## src/rtl/mem_access_unit.sv

```systemverilog
// mem_access_unit: one-at-a-time load/store sequencer driving the DataMemory pins.
// Define MEMACC_ALIGN_CHECK_EN to fault odd-address halfword accesses.
module mem_access_unit #(
    parameter int ADDR_LIMIT = 2048
) (
    input  logic        clk,
    input  logic        rst_n,
    input  logic        req_valid,
    output logic        req_ready,
    input  logic        req_we,
    input  logic        req_byte,
    input  logic        req_signed,
    input  logic [15:0] req_addr,
    input  logic [15:0] req_wdata,
    output logic        resp_valid,
    input  logic        resp_ready,
    output logic [15:0] resp_rdata,
    output logic        resp_fault,
    output logic        mem_rd,
    output logic        mem_wn,
    output logic [15:0] mem_address,
    output logic        mem_mode,
    output logic [15:0] mem_write_data,
    input  logic [15:0] mem_read_data
);
    typedef enum logic [1:0] {IDLE, READ, WRITE, RESP} state_t;
    state_t      r_state, w_next;
    logic        r_byte, r_signed, r_fault;
    logic [15:0] r_addr, r_wdata, r_rdata;
    logic        w_in_range, w_misaligned, w_fault, w_accept;

    // 17-bit compare so addr+1 cannot wrap back into range
    assign w_in_range = req_byte ? ({1'b0, req_addr} < 17'(ADDR_LIMIT))
                                 : ({1'b0, req_addr} + 17'd1 < 17'(ADDR_LIMIT));
`ifdef MEMACC_ALIGN_CHECK_EN
    assign w_misaligned = ~req_byte & req_addr[0];
`else
    assign w_misaligned = 1'b0;
`endif
    assign w_fault  = ~w_in_range | w_misaligned;
    assign w_accept = (r_state == IDLE) & req_valid;

    always_ff @(posedge clk) begin
        r_state <= !rst_n ? IDLE : w_next;
    end

    always_comb begin
        w_next = (r_state == IDLE)  ? (req_valid ? (w_fault ? RESP : (req_we ? WRITE : READ)) : IDLE) :
                 (r_state == RESP)  ? (resp_ready ? IDLE : RESP) : RESP;
    end

    always_comb begin
        req_ready  = r_state == IDLE;
        resp_valid = r_state == RESP;
        mem_rd     = r_state == READ;
        mem_wn     = (r_state == WRITE) & rst_n;
    end

    // Faulting requests leave the memory-side registers untouched so the pins never move
    always_ff @(posedge clk) begin
        if (!rst_n) begin
            r_byte   <= 1'b0;
            r_signed <= 1'b0;
            r_fault  <= 1'b0;
            r_addr   <= '0;
            r_wdata  <= '0;
            r_rdata  <= '0;
        end else if (w_accept) begin
            r_signed <= req_signed;
            r_fault  <= w_fault;
            r_rdata  <= '0;
            if (!w_fault) begin
                r_byte  <= req_byte;
                r_addr  <= req_addr;
                r_wdata <= req_wdata;
            end
        end else if (r_state == READ) begin
            r_rdata <= r_byte ? {{8{r_signed & mem_read_data[15]}}, mem_read_data[15:8]} : mem_read_data;
        end
    end

    assign resp_rdata     = r_rdata;
    assign resp_fault     = r_fault;
    assign mem_address    = r_addr;
    assign mem_mode       = r_byte;
    assign mem_write_data = r_wdata;
endmodule

```

## config.mk

```make
export PLATFORM = sky130hd
export DESIGN_NAME = mem_access_unit
export DESIGN_NICKNAME = d
export VERILOG_FILES = /design/src/rtl/mem_access_unit.sv
export SDC_FILE = /design/constraint.sdc
export NUM_CORES = 1
export LEC_CHECK = 0
export CAP_MARGIN = 30
export CORE_MARGIN = 5
export CORE_UTILIZATION = 36
export DETAILED_ROUTE_END_ITERATION = 10
export HOLD_SLACK_MARGIN = 0.02
export PLACE_DENSITY = 0.86
export SYNTH_ARGS = -nofsm -noshare
export SYNTH_HDL_FRONTEND = slang
export SYNTH_SLANG_ARGS = --single-unit
```

## constraint.sdc

```tcl
create_clock -name clk -period 1.35 [get_ports clk]
set_clock_uncertainty 0.15 [all_clocks]
set_input_delay 0.27 -clock clk [delete_from_list [all_inputs] [get_ports clk]]
set_output_delay 0.27 -clock clk [all_outputs]
set_load 0.01 [all_outputs]
```

==> results.yml <==
run_status:
  status: "complete, but fails checks"
  violations: "setup timing"
clock_network:
  cts_buffer_depth: 2
  root_buffer: "clkbuf_8"
  cts_made_buffers: 5
  cts_tree: "done"
  ctsHtreeMaxLevel: 2
  postCtsHoldBufs: 0
  numClockSinks: 53
  path_clk_slew_ns: 0.09
  clk_latency_ns: 0.30
cells_and_area:
  seq_area_sq_um: 1070
  layout_common_cells: "nand2_1, dfxtp_1, mux2i_1, clkdlybuf4s50_1, clkbuf_2"
  final_cell_area_sq_um: 3560
  diodes: 0
  multi_input_area_sq_um: 1080
  layout_commonest_cell: "nand2_1"
  fillCellCount: 527
  final_core_util: 0.605
  num-nets-final: 421
  layout-drive-gt1-share: 0.226
  area_growth_pct: 65.3
routing:
  drt-total-wl_um: 6200
  avgRoutedWirePerCell_um: 14.0
  drtIter0Drc: 44
  ant_nets: 0
  dr.pass1.iters: 4
  vias: 2108
  vias_per_cell: 4.77
  drc: 0
global_route:
  grt_max_degree: 32
  grt_pass1_vias: 2037
  grt.overflow.total: 0
  antenna_found_initial: 0
  groute.usage.overall: 0.157
  grt_pass1_wl_um: 9630
die:
  die_w_um: 87.4
  fp.dieArea_sq_um: 7630
  dieHeight_um: 87.4
  initial_core_util: 0.366
  rows: 28
  core_area_sq_um: 5890
  ioPinCount: 109
setup_path:
  endpoint_kind: "output pin"
  start_kind: "flop"
  cp.required_ns: 0.93
  worst-setup-path-type: "reg -> out"
  regToRegSetupSlack_ns: -0.17
  crit_fanout: 3
  worstSetupStartpoint: "r_state[1]"
  ff2ff_path_depth: 7
  cp.arrival_ns: 1.15
  reg2reg_to: "mem_address[15]"
  r2r_start: "r_state[1]"
hold_path:
  hp-class: "in -> reg"
  hold_path.startpoint: "req_addr[4]"
  hold-path-endpoint: "mem_address[4]"
  min_path_cells: 3
sta:
  relSlewSlack: 0.814
  worst_pin_slew_ns: 0.279
  setup_violations: 48
  period_share: 1.17
  rsz0062_at_grt: "true"
  timing.fmax_mhz: 636
  finalWorstSetupSlack_ns: -0.223
  hold_viol_final: 0
  final_max_slew_viol_count: 0
  min_period_ns: 1.57
yosys:
  synth.top_cell.area_share: 0.492
  yosysUniqueCellTypes: 29
  avgSynthCellArea_sq_um: 9.17
  synthesis.nets: 290
  synth_area_sq_um: 2150
  synth_top_flop_cell: "dfxtp_1"
  yosys.area.top_type: "dfxtp_1"
  synth.area.top_cells: "dfxtp_1, mux2i_1, nand2_1"
  synthCells: 235
  ys_seq_area_frac: 0.492
  ys_seq_elements: 53
  synth_warnings: 0
  synthArstFlopShare: 0
  synth_edf_count: 0
placed_design:
  dpl_cell_area_sq_um: 3410
  gp_congestion: 0.788
  place.port_buffers: 108
  dpl.hpwl_um: 4480
pwr:
  power_leakage_nw: 1.46
  irDropWorstVdd_uv: 442
  powerDensity_nw_per_um2: 911
  p_total_mw: 3.24
run:
  max-cap-violations: 0
[state kept, by name, summed over array words and instances, names as in the netlist]
name            count
mem_write_data     16
mem_mode            1
r_signed            1
resp_fault          1
r_state             2
mem_address        16
resp_rdata         16
[stage by stage]
| step | hold WS, ns | TNS, ns | worst slack, ns | cells |
|---|---|---|---|---|
| 2_1_floorplan | 0.246 | -2.03 | -0.117 | 235 |
| 6_report | 0.218 | -6.29 | -0.223 | 442 |
| 3_3_place_gp | 0.292 | -25.90 | -0.598 | 422 |
| 4_1_cts | 0.206 | -6.13 | -0.224 | 442 |
| 5_1_grt | 0.226 | -10.63 | -0.271 | 442 |
| 3_5_place_dp | 0.300 | -26.07 | -0.604 | 422 |
[cells by family after synthesis]
kind of cell	count (synthesis)	share of synthesized area
mux	36	0.167
compound gates	27	0.0738
simple gates	104	0.232
flops	53	0.492
buf+inv	15	0.0348
[worst max-delay path by stage]
stage	end	slack (ns)	depth (start not counted)
detailed placement	mem_address[13]	-0.60	6
global placement	mem_address[14]	-0.60	6
CTS	resp_valid	-0.22	4
finish	resp_valid	-0.22	4
global route	req_ready	-0.27	5
floorplan	mem_address[14]	-0.12	5
[critical path, cell delays in order (launching register included)]
cell and delay, ns:
dfxtp_2 0.34, buf_4 0.13, buf_4 0.12, and2_4 0.15, buf_6 0.11
[cell type report]
type                       instances  area share
clock inverter                     1     0.00211
timing repair buffer             138       0.348
tap                               75      0.0263
inverter                           1     0.00105
sequential                        53       0.299
clock buffer                       7      0.0214
multi-input combinational        167       0.302
[cells in the mapped netlist (3+ instances only)]
master     n
nor2_1    13
a211oi_1   8
nand2_1   62
a21oi_1    9
mux2i_1   36
clkbuf_1   8
and3b_1    5
nand2b_1   9
o21ai_0    8
dfxtp_1   53
buf_2      3
[routing by layer]
| layer | GRT usage | vias up | share of wire | routed length (um) |
|---|---|---|---|---|
| met5 | 0 | - | 0 | 0 |
| li1 | - | 1062 | - | - |
| met3 | 0.0520 | 2 | 0.088 | 547 |
| met1 | 0.197 | 959 | 0.43 | 2690 |
| met2 | 0.268 | 85 | 0.48 | 2940 |
| met4 | 0.0209 | 0 | 0.0024 | 15 |
[timing repair]
item | in CTS | in global routing
cloned | 3 | 0
pin swaps | 1 | 1
endpoints found under the setup margin | 106 | 106
setup buffers | 9 | 2
resized for setup | 114 | 75
endpoints found under the hold margin | 0 | 0
[where the power goes]
group	switching (mW)	internal [mW]	leakage, nW
Clock	0.490	0.368	0.0385
Combinational	0.321	0.383	0.989
Sequential	0.0435	1.64	0.431
(Power assumes the default switching activity.)
